==> src/rtl/seg7_capture.sv <==
// Purpose : reconstruct per-digit value/dp/blank/error from a scanned 7-segment bus,
//           committing a digit only after STABLE identical qualifying samples.
// Latency : commit registered on the STABLE-th matching sample edge; o_upd pulses the next cycle.
// Backpressure: none; samples arrive on i_sample ticks and are never stalled.
// Ports   : i_clk/i_rstn clock and async active-low reset; i_sample sample tick;
//           i_dig one-hot digit strobe; i_seg/i_dp segment and decimal-point lines;
//           o_val/o_dp/o_blank/o_err committed per-digit state; o_upd per-digit commit pulse.
module seg7_capture #(
  parameter int NDIG   = 4,
  parameter int STABLE = 3
) (
  input  logic              i_clk,
  input  logic              i_rstn,
  input  logic              i_sample,
  input  logic [NDIG-1:0]   i_dig,
  input  logic [6:0]        i_seg,
  input  logic              i_dp,
  output logic [4*NDIG-1:0] o_val,
  output logic [NDIG-1:0]   o_dp,
  output logic [NDIG-1:0]   o_blank,
  output logic [NDIG-1:0]   o_err,
  output logic [NDIG-1:0]   o_upd
);

  localparam int CW = $clog2(STABLE + 1);

  logic [7:0] w_pat;
  logic       w_valid;
  logic       w_legal;
  logic       w_blank;
  logic [3:0] w_glyph;

  assign w_pat = {i_seg, i_dp};
  // Zero or multi-hot strobes are discarded entirely.
  assign w_valid = i_sample && $onehot(i_dig);

  // Glyph decode of the incoming segments; shared by all digits because the
  // committed pattern is always the one sampled on the commit edge.
  always_comb begin
    w_legal = 1'b1;
    w_blank = 1'b0;
    w_glyph = 4'h0;
    case (i_seg)
      7'h3F: w_glyph = 4'h0;
      7'h06: w_glyph = 4'h1;
      7'h5B: w_glyph = 4'h2;
      7'h4F: w_glyph = 4'h3;
      7'h66: w_glyph = 4'h4;
      7'h6D: w_glyph = 4'h5;
      7'h7D: w_glyph = 4'h6;
      7'h07: w_glyph = 4'h7;
      7'h7F: w_glyph = 4'h8;
      7'h6F: w_glyph = 4'h9;
      7'h77: w_glyph = 4'hA;
      7'h7C: w_glyph = 4'hB;
      7'h39: w_glyph = 4'hC;
      7'h5E: w_glyph = 4'hD;
      7'h79: w_glyph = 4'hE;
      7'h71: w_glyph = 4'hF;
      7'h00: begin
        w_legal = 1'b0;
        w_blank = 1'b1;
      end
      default: w_legal = 1'b0;
    endcase
  end

  for (genvar k = 0; k < NDIG; k++) begin : g_dig
    logic [7:0]    r_cand;
    logic [CW-1:0] r_cnt;
    logic [3:0]    r_val;
    logic          r_dp;
    logic          r_blank;
    logic          r_err;
    logic          r_upd;
    logic          w_hit;
    logic          w_same;
    logic          w_commit;

    assign w_hit  = w_valid && i_dig[k];
    assign w_same = (w_pat == r_cand);
    // A match commits on the STABLE-1 -> STABLE step; a fresh pattern
    // commits immediately only when a single sample is enough.
    assign w_commit = w_hit && (w_same ? (r_cnt == CW'(STABLE - 1)) : (STABLE == 1));

    always_ff @(posedge i_clk or negedge i_rstn) begin
      if (!i_rstn) begin
        r_cand  <= 8'h00;
        r_cnt   <= '0;
        r_val   <= 4'h0;
        r_dp    <= 1'b0;
        r_blank <= 1'b1;
        r_err   <= 1'b0;
        r_upd   <= 1'b0;
      end else begin
        r_upd <= w_commit;
        if (w_hit) begin
          if (w_same) begin
            if (r_cnt != CW'(STABLE)) r_cnt <= CW'(r_cnt + 1'b1);
          end else begin
            r_cand <= w_pat;
            r_cnt  <= CW'(1);
          end
        end
        if (w_commit) begin
          r_dp <= i_dp;
          if (w_legal) begin
            r_val   <= w_glyph;
            r_blank <= 1'b0;
            r_err   <= 1'b0;
          end else if (w_blank) begin
            r_val   <= 4'h0;
            r_blank <= 1'b1;
            r_err   <= 1'b0;
          end else begin
            // Illegal glyph keeps the last good value visible.
            r_blank <= 1'b0;
            r_err   <= 1'b1;
          end
        end
      end
    end

    assign o_val[4*k +: 4] = r_val;
    assign o_dp[k]         = r_dp;
    assign o_blank[k]      = r_blank;
    assign o_err[k]        = r_err;
    assign o_upd[k]        = r_upd;
  end

endmodule

==> config.mk <==
export PLATFORM = sky130hd
export DESIGN_NAME = seg7_capture
export DESIGN_NICKNAME = d
export VERILOG_FILES = /design/src/rtl/seg7_capture.sv
export SDC_FILE = /design/constraint.sdc
export NUM_CORES = 1
export LEC_CHECK = 0
export BUFFER_PORTS_ARGS = -buffer_cell sky130_fd_sc_hd__buf_4
export CORE_UTILIZATION = 55
export DETAILED_ROUTE_END_ITERATION = 10
export GPL_TIMING_DRIVEN = 0
export HOLD_SLACK_MARGIN = 0.08
export PLACE_DENSITY_LB_ADDON = 0.25
export SKIP_CTS_REPAIR_TIMING = 1
export SYNTH_ARGS = -nofsm -noshare
export SYNTH_HDL_FRONTEND = slang
export SYNTH_SLANG_ARGS = --single-unit
export TNS_END_PERCENT = 5
==> constraint.sdc <==
create_clock -name i_clk -period 1.9 [get_ports i_clk]
set_input_delay 0 -clock i_clk [delete_from_list [all_inputs] [get_ports i_clk]]
set_output_delay 0 -clock i_clk [all_outputs]
set_load 0.01 [all_outputs]
==> Word level (Yosys, flattened, before mapping) <==
Cells that the tools add are included.
{ "word_totals": {"register_bits": 72, "in_bits": 15} }
{ "classes": {"n_addsub": 7, "n_eq_ne": 33, "mux": 21, "bitwise_logic": 4, "reduce_logical": 24} }
{ "ops": {"columns": ["cell", "count"], "rows": [
  ["== test 7 bit, second input constant", 12],
  ["case mux 4 bit (15 select lines)", 1],
  ["== test 8 bit", 4],
  ["AND reduction 2 bit", 12],
  ["2-to-1 mux 2 bit", 8],
  ["OR reduction 16 bit", 1],
  ["== test 7 x 3 -> 1 bit, second input constant", 2],
  ["== test 7 x 6 -> 1 bit, second input constant", 2],
  ["2-to-1 mux 1 bit", 10],
  ["logical AND 1 bit", 9],
  ["adder 2 x 1 -> 2 bit, second input constant", 4],
  ["== test 2 bit, second input constant", 4],
  ["2-to-1 mux 4 bit", 2],
  ["!= test 2 x 1 -> 1 bit, second input constant", 4],
  ["!= test 2 bit, second input constant", 4],
  ["logical NOT 7 bit", 1],
  ["adder 1 x 1 -> 2 bit", 2],
  ["NOT 1 bit", 4],
  ["adder 2 x 2 -> 3 bit", 1],
  ["== test 3 x 1 -> 1 bit, second input constant", 1],
  ["nonzero test 2 bit", 1]
]} }

==> Depth between registers and ports, before layout <==
Gate-level depths: netlist of run 1.
{ "logic_depth": {"depth_word": 7, "mapped_depth": 10, "ltp_nobuf": 10} }

==> Worst setup path after synthesis of run 1 <==
No wires, ideal clock.
{ "synth_path": {"path_type": "in2reg", "startpoint": "input port i_dig[0]", "endpoint": "register g_dig[1].r_val[0]", "setup_ps": 125, "arrival_time_ps": 2296, "path_slack_ps": -521, "stages": 10, "n_path_buf": 0, "cell_sequence": "inv_1 -> fa_1 -> inv_1 -> ha_1 -> ha_1 -> and4bb_2 -> and2_1 -> nand4_2 -> a41oi_2 -> mux2_2"} }
{ "synth_via": {"elab_chain_cells": 7} }
{ "synth_rtl": {"columns": ["element", "line_no", "source"], "rows": [
  ["from (decl)", "15", "input logic [NDIG-1:0] i_dig,"],
  ["adder 1 x 1 -> 2 bit (not written as such)", "35", "assign w_valid = i_sample && $onehot(i_dig);"],
  ["adder 2 x 2 -> 3 bit (not written as such)", "35", null],
  ["== test 3 x 1 -> 1 bit", "35", null],
  ["logical AND 1 bit", "35", null],
  ["logical AND 1 bit", "80", "assign w_hit = w_valid && i_dig[k];"],
  ["logical AND 1 bit", "84", "assign w_commit = w_hit && (w_same ? (r_cnt == CW'(STABLE - 1)) : (STABLE == 1));"],
  ["AND reduction 2 bit (no source line)", null, null],
  ["to (signal assigned)", "108", "r_val <= w_glyph;"],
  ["to (decl)", "71", "logic [3:0] r_val;"]
]} }
Every way passes these cells.
A chain may end at the register's enable or synchronous reset.

==> Worst setup path after layout of run 1 <==
{ "layout_path": {"startpoint": "input port i_dig[1]", "endpoint": "register g_dig[3].r_val[2]"} }
{ "layout_via": {"elab_chain_cells": 7} }
{ "layout_rtl": {"columns": ["element", "line_no"], "rows": [
  ["adder 1 x 1 -> 2 bit (not written as such)", "35"],
  ["adder 2 x 2 -> 3 bit (not written as such)", "35"],
  ["== test 3 x 1 -> 1 bit", "35"],
  ["logical AND 1 bit", "35"],
  ["logical AND 1 bit", "80"],
  ["logical AND 1 bit", "84"],
  ["AND reduction 2 bit (no source line)", null],
  ["to (signal assigned)", "108"],
  ["to (decl)", "71"]
]} }
Every way passes these cells.

==> summary.txt, run 1 <==
Routability Congestion: 0.924
die height: 89.1 um
Initial DRT Pass Iterations: 4
Clock Tree Buf Depth: 2
RSZ-0062 raised after global routing: yes
fill cell count: 549
Starting Density: 57.3%
fin crit period: 2200 ps
Max IR drop VDD: 0.550 mV
Synth-to-Final Area Change: 22.4%
n_diodes: 0
commonest non-fill, non-tap cells in the layout: buf_4 (69), dfrtp_1 (68), mux2_2 (48)
CP Launch Type: input port
row cnt: 31
nets@finish: 426
critical-path cell list: buf_8 > inv_4 > fa_1 > inv_2 > ha_4 > ha_4 > and4bb_4 > and2_4 > nand4_4 > a41oi_4 > mux2_4
worst hold-check path type: in -> reg
area of the core: 0.00729 mm^2
critical path endpoint category: flop
final setup fails: 54
Top Family by Delay on Critical Path: adder cells
Seq pwr share: 45.3%
fin area: 0.00511 mm^2
1st-iter DRT viols: 131
Unique masters post-synth: 56
post-synthesis async set-or-reset flop share: 100%
final slew viol count: 0
Clock Latency Late Sink: 350 ps
most frequent cell on the critical path: ha_4
Post-Syn Nets: 360
Final Hold Vio Count: 0
crit path kind: in -> reg
max incr delay on CP: 540 ps
IO buf count: 43
prevailing post-synth register cell: dfrtp_1
synth warn: 0
Worst Clk Skew: 12.0 ps
CTS clk-pin slew, worst paths: 70 ps
flops & latches, synth: 72
Non-Filler Instances: 504
drc violations: 0
CTS tree: yes
utilization after layout: 70.1%
first-pass GRT wire length: 13.3 mm
Setup WS post-layout: -297 ps
DP Worst Slack: -886 ps
Int Pwr: 3.25 mW
TritonCTS Buffers: 9
Switching Fraction: 31.6%
Die W: 89.1 um
commonest non-fill, non-tap cell in the layout: buf_4
Tot GR Track Use: 22.7%
total die area: 0.00794 mm^2
Combinational Power Share: 26.3%
grt total ovfl: 0
Worst Path Required: 2130 ps
Clock Power Share: 28.4%
Worst Path Arrival: 2430 ps
Final Cycle Share: 116%
Tightest Pin Transition: 922 ps
largest net degree at the start of global routing: 73
worst relative slew slack: 38.6%
LEAKAGE: 2.37 nW
Cells after Synth: 334
Seq/Total Area, Yosys: 43.3%
mapped cell area: 0.00418 mm^2
post-route ant nets: 0
pwr dens: 929 mW/mm^2
Avg Vias per Cell: 5.33
final setup TNS: -4960 ps
number of vias in the routed layout: 2,686
hold_ws: 98.0 ps
WP buf/inv: 3
Cells after DPL: 476
NetSw: 1.50 mW
IO Count: 47
WL final: 8.30 mm
initial antenna violation count: 0
Tot Pwr: 4.75 mW
max cap viols: 0
syn_area_per_cell: 12.5 um^2
dpl cell area: 0.00471 mm^2
CP max FO: 8
DR WL/cell: 16.5 um
CTS root buf: clkbuf_8
number of synthesized flops with an enable pin: 0
vias in the first global route: 2,602
CP max-delay cell: fa_1
fraction of layout cells with a size suffix above 1: 50.9%
Fmax: 455 MHz
CTS Sinks: 72
DP HPWL: 5.57 mm
status: complete, but fails checks
failing checks: setup timing
H-tree depth: 3
## worst reg2reg max path, cell delays in order (launching register included)
cell and delay, ps:
dfrtp_1 400, xor2_1 150, nor4_2 470, nand4_4 200, a41oi_4 340, mux2_2 380
## worst paths after layout
kind / start / endpoint / slack (ps) / cells past startpoint
setup reg to reg: g_dig[1].r_cand[5] / g_dig[1].r_val[0] / -150 / 5
setup / recovery: i_dig[1] / g_dig[3].r_val[2] / -300 / 11
hold reg to reg: g_dig[1].r_cnt[0] / g_dig[1].r_cnt[0] / 510 / 1
max in group asynchronous: i_rstn / g_dig[0].r_val[3] / 970 / 2
min in group asynchronous: i_rstn / g_dig[2].r_cand[0] / 330 / 2
hold / removal: i_dig[2] / g_dig[2].r_upd / 100 / 3
## area by class of cell
| type | count | area, um^2 | share of cell area (%) |
|---|---|---|---|
| multi-input cells | 213 | 2190 | 42.8 |
| well taps | 99 | 124 | 2.42 |
| repair buffers | 55 | 432 | 8.45 |
| inverters | 18 | 77.6 | 1.52 |
| plain buffers | 31 | 263 | 5.14 |
| flip-flops and latches | 72 | 1810 | 35.4 |
| clock buffers | 9 | 124 | 2.42 |
| clock inverters | 7 | 96.3 | 1.89 |
## layer usage
layer	share of wire [%]	vias up	global-route usage, %
met4	0.77	0	7.22
met2	48	43	34.8
li1	-	1297	-
met3	3.3	5	4.52
met5	0	-	0
met1	48	1341	32.6
## flip-flops by register name, summed over array words and instances, names as in the netlist
register,flops
g_dig.r_cnt,8
g_dig.r_val,16
g_dig.r_dp,4
g_dig.r_blank,4
g_dig.r_upd,4
g_dig.r_err,4
g_dig.r_cand,32
## synth_stat cells, drive strengths merged, types with 3 or more instances
cell type	instances	area, um^2
dfrtp	68	1700
ha	10	125
buf	31	263
o22ai	3	18.8
o21ai	3	15.0
or3	4	30.0
dfstp	4	105
inv	18	67.6
a41oi	4	76.3
nor3b	4	35.0
mux2	60	676
nand2	12	45.0
nor4	8	161
xor2	32	288
a31oi	6	43.8
a21oi	5	25.0
and2	8	51.3
nand3	8	40.0
nor3	4	30.0
nor2	13	81.3
nand4	8	83.8
## power by group through the flow
stage          Sequential, mW  Clock, mW  Combinational [mW]
2_1_floorplan            2.12          0                1.04
3_3_place_gp             2.15          0                1.19
3_5_place_dp             2.18          0                1.23
4_1_cts                  2.15       1.37                1.24
5_1_grt                  2.20       1.44                1.38
6_report                 2.15       1.35                1.25
## kinds of logic after synthesis
family | count (synthesis) | synth area share [%]
AND/OR/NAND/NOR | 79 | 15.4
XOR/XNOR | 34 | 7.31
AO/OA/AOI/OAI | 28 | 6.17
flip-flops | 72 | 43.3
adder cells (fa/ha/maj) | 11 | 3.48
buffers and inverters | 49 | 7.91
multiplexers | 61 | 16.4
No activity file was read; power rests on OpenSTA's default activity.
==> run 2, diff against run 1 <==
--- a/config.mk
+++ b/config.mk
@@ -6,7 +6,9 @@
 export NUM_CORES = 1
 export LEC_CHECK = 0
 export BUFFER_PORTS_ARGS = -buffer_cell sky130_fd_sc_hd__buf_4
-export CORE_UTILIZATION = 55
+export CORE_UTILIZATION = 30
+export CTS_BUF_LIST = sky130_fd_sc_hd__clkbuf_16
+export CTS_CLUSTER_DIAMETER = 120
 export DETAILED_ROUTE_END_ITERATION = 10
 export GPL_TIMING_DRIVEN = 0
 export HOLD_SLACK_MARGIN = 0.08
==> run 2 against run 1 <==
The flow still finishes with violations (setup timing). Flip-flop and latch count is the same. Sequential share of layout area shrank 1.0 points. Combinational power is essentially flat. Fmax grew 0.24%. Cell count grew 15%. Total power grew 7.2%. Design area grew 2.9%. Worst setup slack gained 5.3 ps. Critical path depth is the same.
==> summary.txt, run 2 (synthesis gave the netlist of run 1 again) <==
dpl cell area: 0.00481 mm^2
number of vias in the routed layout: 2,679
row cnt: 42
CTS root buf: clkbuf_16
IO Count: 47
n_diodes: 0
CP max-delay cell: fa_1
Max IR drop VDD: 0.500 mV
Worst Clk Skew: 6.12 ps
final setup TNS: -5430 ps
Initial DRT Pass Iterations: 4
failing checks: setup timing
Worst Path Required: 2120 ps
final setup fails: 51
first-pass GRT wire length: 14.3 mm
CTS tree: yes
pwr dens: 968 mW/mm^2
Cells after DPL: 553
commonest non-fill, non-tap cell in the layout: dfrtp_1
die height: 120 um
Avg Vias per Cell: 4.63
Top Family by Delay on Critical Path: adder cells
CTS clk-pin slew, worst paths: 50 ps
worst hold-check path type: in -> reg
Final Hold Vio Count: 0
Fmax: 456 MHz
crit path kind: in -> reg
WP buf/inv: 3
Setup WS post-layout: -292 ps
nets@finish: 423
Synth-to-Final Area Change: 26.0%
1st-iter DRT viols: 157
CTS Sinks: 72
IO buf count: 43
fraction of layout cells with a size suffix above 1: 50.7%
drc violations: 0
fin crit period: 2190 ps
total die area: 0.0144 mm^2
fin area: 0.00526 mm^2
status: complete, but fails checks
Top Registers: g_dig.r_cand: 32 flops, g_dig.r_val: 16 flops, g_dig.r_cnt: 8 flops
worst relative slew slack: 38.5%
utilization after layout: 39.2%
flip-flop count of the largest register after layout: 32
Tightest Pin Transition: 922 ps
commonest non-fill, non-tap cells in the layout: dfrtp_1 (68), buf_4 (66), mux2_2 (49)
WL final: 8.73 mm
TritonCTS Buffers: 9
Final Cycle Share: 115%
max cap viols: 0
post-route ant nets: 0
CP max FO: 8
Worst Path Arrival: 2410 ps
Tot GR Track Use: 13.2%
Non-Filler Instances: 578
Routability Congestion: 0.751
Clock Tree Buf Depth: 2
DP HPWL: 6.20 mm
initial antenna violation count: 0
Most flops, register: g_dig.r_cand
largest net degree at the start of global routing: 73
Starting Density: 31.2%
max incr delay on CP: 520 ps
final slew viol count: 0
Die W: 120 um
area of the core: 0.0134 mm^2
critical path endpoint category: flop
CP Launch Type: input port
RSZ-0062 raised after global routing: yes
vias in the first global route: 2,682
H-tree depth: 3
LEAKAGE: 2.39 nW
critical-path cell list: buf_8 > inv_4 > fa_1 > inv_1 > ha_2 > ha_4 > and4bb_4 > and2_4 > nand4_4 > a41oi_4 > mux2_4
DR WL/cell: 15.1 um
Clock Latency Late Sink: 340 ps
grt total ovfl: 0
[run 2: changes by cell type in the layout (fill, tap and decap cells not counted), moves of 2 or more]
cell / change
clkbuf_8: -9
clkinvlp_4: +2
buf_4: -3
clkbuf_16: +9
buf_6: +2
dlygate4sd3_1: -2
[run 2: cell type report]
| class | instances | area (um^2) |
|---|---|---|
| multi-input cells | 213 | 2180 |
| fillers | 1314 | 8140 |
| plain buffers | 31 | 263 |
| flip-flops and latches | 72 | 1810 |
| clock buffers | 9 | 225 |
| repair buffers | 52 | 412 |
| well taps | 176 | 220 |
| inverters | 18 | 77.6 |
| clock inverters | 7 | 72.6 |
[run 2: path summary, 6_finish.rpt]
path	from	slack, ps	cells after the start	end
hold / removal	i_dig[0]	70	4	g_dig[0].r_upd
hold reg to reg	g_dig[3].r_dp	510	1	g_dig[3].r_dp
min in group asynchronous	i_rstn	350	2	g_dig[3].r_err
setup reg to reg	g_dig[2].r_cand[4]	-150	5	g_dig[2].r_val[1]
setup / recovery	i_dig[1]	-290	11	g_dig[2].r_val[1]
max in group asynchronous	i_rstn	960	2	g_dig[0].r_upd
[run 2: where the power goes]
group,switching [mW],leakage [nW],internal (mW),total (mW)
registers,0.238,0.909,1.90,2.14
logic,0.650,1.34,0.607,1.26
clock network,0.681,0.141,1.02,1.70
[run 2: per-stage QoR]
step | setup slack, ps | power, mW | hold WS [ps]
after global routing | -394 | 5.39 | 107
after floorplan | -436 | 3.16 | -296
after CTS | -523 | 5.12 | -153
final | -292 | 5.09 | 68.1
after global placement | -876 | 3.36 | 202
after detailed placement | -879 | 3.41 | 210
[run 2: routing by layer]
| layer | track usage, % | vias to the layer above | share of wire (%) |
|---|---|---|---|
| li1 | - | 1285 | - |
| met1 | 17.2 | 1344 | 47 |
| met2 | 21.3 | 37 | 49 |
| met3 | 2.33 | 13 | 2.3 |
| met4 | 5.47 | 0 | 1.8 |
| met5 | 0 | - | 0 |
[run 2: tightest hold or removal path, delay by kind of cell]
family / cells / cell delay (ps)
buffers and inverters: 2 / 150
AND/OR/NAND/NOR: 2 / 220
==> run 3, diff against run 2 <==
--- a/config.mk
+++ b/config.mk
@@ -5,6 +5,7 @@
 export SDC_FILE = /design/constraint.sdc
 export NUM_CORES = 1
 export LEC_CHECK = 0
+export ABC_AREA = 1
 export BUFFER_PORTS_ARGS = -buffer_cell sky130_fd_sc_hd__buf_4
 export CORE_UTILIZATION = 30
 export CTS_BUF_LIST = sky130_fd_sc_hd__clkbuf_16
==> run 3 against run 2 <==
The flow now finishes without violations. Via count grew 21%. Count of clock-buffer cells in the layout is the same. Global-route usage grew 1.8 points. Clock power is essentially flat. Synthesized cell count grew 40%. Critical path depth grew 2. Highest routed layer unchanged. Sequential share of layout area grew 0.36 points. Core utilization shrank 0.10 points.
==> summary.txt, run 3 <==
status: finished clean
Yosys top cell by area: dfrtp_1
mapped cell area: 0.00410 mm^2
drc violations: 0
CTS clk-pin slew, worst paths: 60 ps
utilization after layout: 39.1%
Yosys top cell area share: 41.5%
mux cell area share after synthesis: 0%
WL final: 9.91 mm
fin crit period: 1880 ps
max cap viols: 0
main combinational cell family by area after synthesis: simple AND/OR/NAND/NOR gates
reg2reg start: g_dig[3].r_cand[1]
RSZ-0062 raised after global routing: yes
Max IR drop VDD: 0.462 mV
row cnt: 42
prevailing post-synth register cell: dfrtp_1
worst r2r dst: g_dig[3].r_cnt[1]
Fmax: 533 MHz
commonest non-fill, non-tap cell in the layout: nand2_1
commonest non-fill, non-tap cells in the layout: nand2_1 (132), dfrtp_1 (68), buf_4 (64)
1st-iter DRT viols: 215
IO buf count: 39
synth warn: 0
Final Cycle Share: 98.7%
n_diodes: 0
CP max FO: 4
Avg Vias per Cell: 4.56
Worst Path Arrival: 2140 ps
die height: 119 um
total die area: 0.0141 mm^2
Starting Density: 30.8%
Most flops, register: g_dig.r_cand
hold path start: i_dig[3]
Routability Congestion: 0.745
Clock Tree Buf Depth: 2
synth cell count leaders: nand2_1 (138), dfrtp_1 (68), inv_1 (28), nand3_1 (28), o21ai_1 (25)
grt total ovfl: 0
hold path cells: 5
critical path endpoint category: flop
number of synthesized flops with an enable pin: 0
LEAKAGE: 2.61 nW
R2R Setup Slk: 320 ps
Final Hold Vio Count: 0
simple-gate share of the synthesized area: 31.0%
H-tree depth: 3
TritonCTS Buffers: 9
fraction of layout cells with a size suffix above 1: 35.9%
worst relative slew slack: 37.3%
Worst Path Required: 2160 ps
initial antenna violation count: 0
Unique masters post-synth: 32
Seq/Total Area, Yosys: 44.1%
Post-Syn Nets: 495
area share of fa/ha/maj cells after synthesis: 3.54%
xor and xnor area share after synthesis: 4.28%
post-route ant nets: 0
Cells after DPL: 684
CTS Sinks: 72
flip-flop count of the largest register after layout: 32
worst hold-check path type: in -> reg
DR WL/cell: 13.9 um
Synth Area in Compound Gates: 6.99%
post-synthesis async set-or-reset flop share: 100%
Top Registers: g_dig.r_cand: 32 flops, g_dig.r_val: 16 flops, g_dig.r_cnt: 8 flops
Worst Clk Skew: 9.10 ps
Initial DRT Pass Iterations: 4
r2r worst-path depth: 8
pwr dens: 979 mW/mm^2
DP HPWL: 7.10 mm
most common cell in the netlist: nand2_1
CTS root buf: clkbuf_16
Non-Filler Instances: 713
CTS tree: yes
flops & latches, synth: 72
crit path kind: in -> reg
Tightest Pin Transition: 941 ps
final setup fails: 0
area of the core: 0.0133 mm^2
Clock Latency Late Sink: 330 ps
vias in the first global route: 3,206
Synth-to-Final Area Change: 27.0%
first-pass GRT wire length: 16.5 mm
largest net degree at the start of global routing: 73
syn_area_per_cell: 8.73 um^2
Hold Path End: g_dig[3].r_upd
Die W: 119 um
Cells after Synth: 469
Tot GR Track Use: 15.0%
number of vias in the routed layout: 3,252
CP Launch Type: input port
nets@finish: 558
IO Count: 47
final slew viol count: 0
Area contributors post-synth: dfrtp_1 (42%), nand2_1 (13%), xnor2_1 (4.3%), buf_4 (4.0%), nand3_1 (3.4%)
[run 3: changes by cell type after synthesis, moves of 17 or more]
cell / previous run / this run
o21ai_0: 3 / 20
nand3_1: 8 / 28
o21ai_1: 0 / 25
mux2_2: 58 / 0
xnor2_1: 2 / 20
nand2_1: 12 / 138
xor2_1: 31 / 0
[run 3: kinds of logic after synthesis]
| group | count (synthesis) |
|---|---|
| simple gates | 242 |
| buf+inv | 71 |
| flops | 72 |
| compound gates | 53 |
| xor+xnor | 20 |
| fa+ha+maj | 11 |
[run 3: worst max-delay path: stages]
cell and delay [ps]:
buf_6 70, inv_4 30, fa_1 530, inv_1 50, ha_2 180, ha_4 220
nor2_4 100, nand3_4 130, nor2_4 250, inv_2 50, or2_4 250, or2_0 200
nand3_1 70
[run 3: through the flow]
step	power [mW]	cell area [um^2]	setup TNS [ps]	setup WS, ps	hold slack, ps
after floorplan	3.08	4130	-2620	-153	-296
after global placement	3.28	4650	-20350	-480	195
final	5.09	5200	0	23.8	60.1
after global routing	5.42	5200	-799	-70.7	67.1
after CTS	5.04	4940	-3270	-210	-136
after detailed placement	3.35	4650	-25150	-550	209
[run 3: worst max-delay path by stage]
stage / from / endpoint / slack (ps)
2_1_floorplan: i_dig[0] / g_dig[1].r_cnt[0] / -150
3_3_place_gp: i_dig[0] / g_dig[0].r_val[0] / -480
3_5_place_dp: i_dig[0] / g_dig[0].r_val[0] / -550
4_1_cts: i_dig[0] / g_dig[0].r_val[0] / -210
5_1_grt: i_dig[0] / g_dig[1].r_cnt[0] / -70
6_report: i_dig[3] / g_dig[1].r_cnt[0] / 20
[run 3: layer usage]
metal	track usage, %	wire [um]	up-vias
met5	0	0	-
met4	3.09	74	0
met3	3.35	382	10
met2	24.9	4790	68
met1	19.9	4670	1566
li1	-	-	1608
[run 3: layout make-up]
cell class	instances	area, um^2
fill	1364	8090
multi-input combinational	326	2010
sequential	72	1810
timing repair buffer	52	433
buffer	30	263
clock buffer	9	225
tap	176	220
inverter	41	168
clock inverter	7	73.8
[run 3: where the power goes]
part	leakage [nW]	internal [mW]	switching [mW]
Combinational	1.52	0.563	0.724
Clock	0.151	1.02	0.652
Sequential	0.937	1.88	0.253
Total	2.61	3.46	1.63
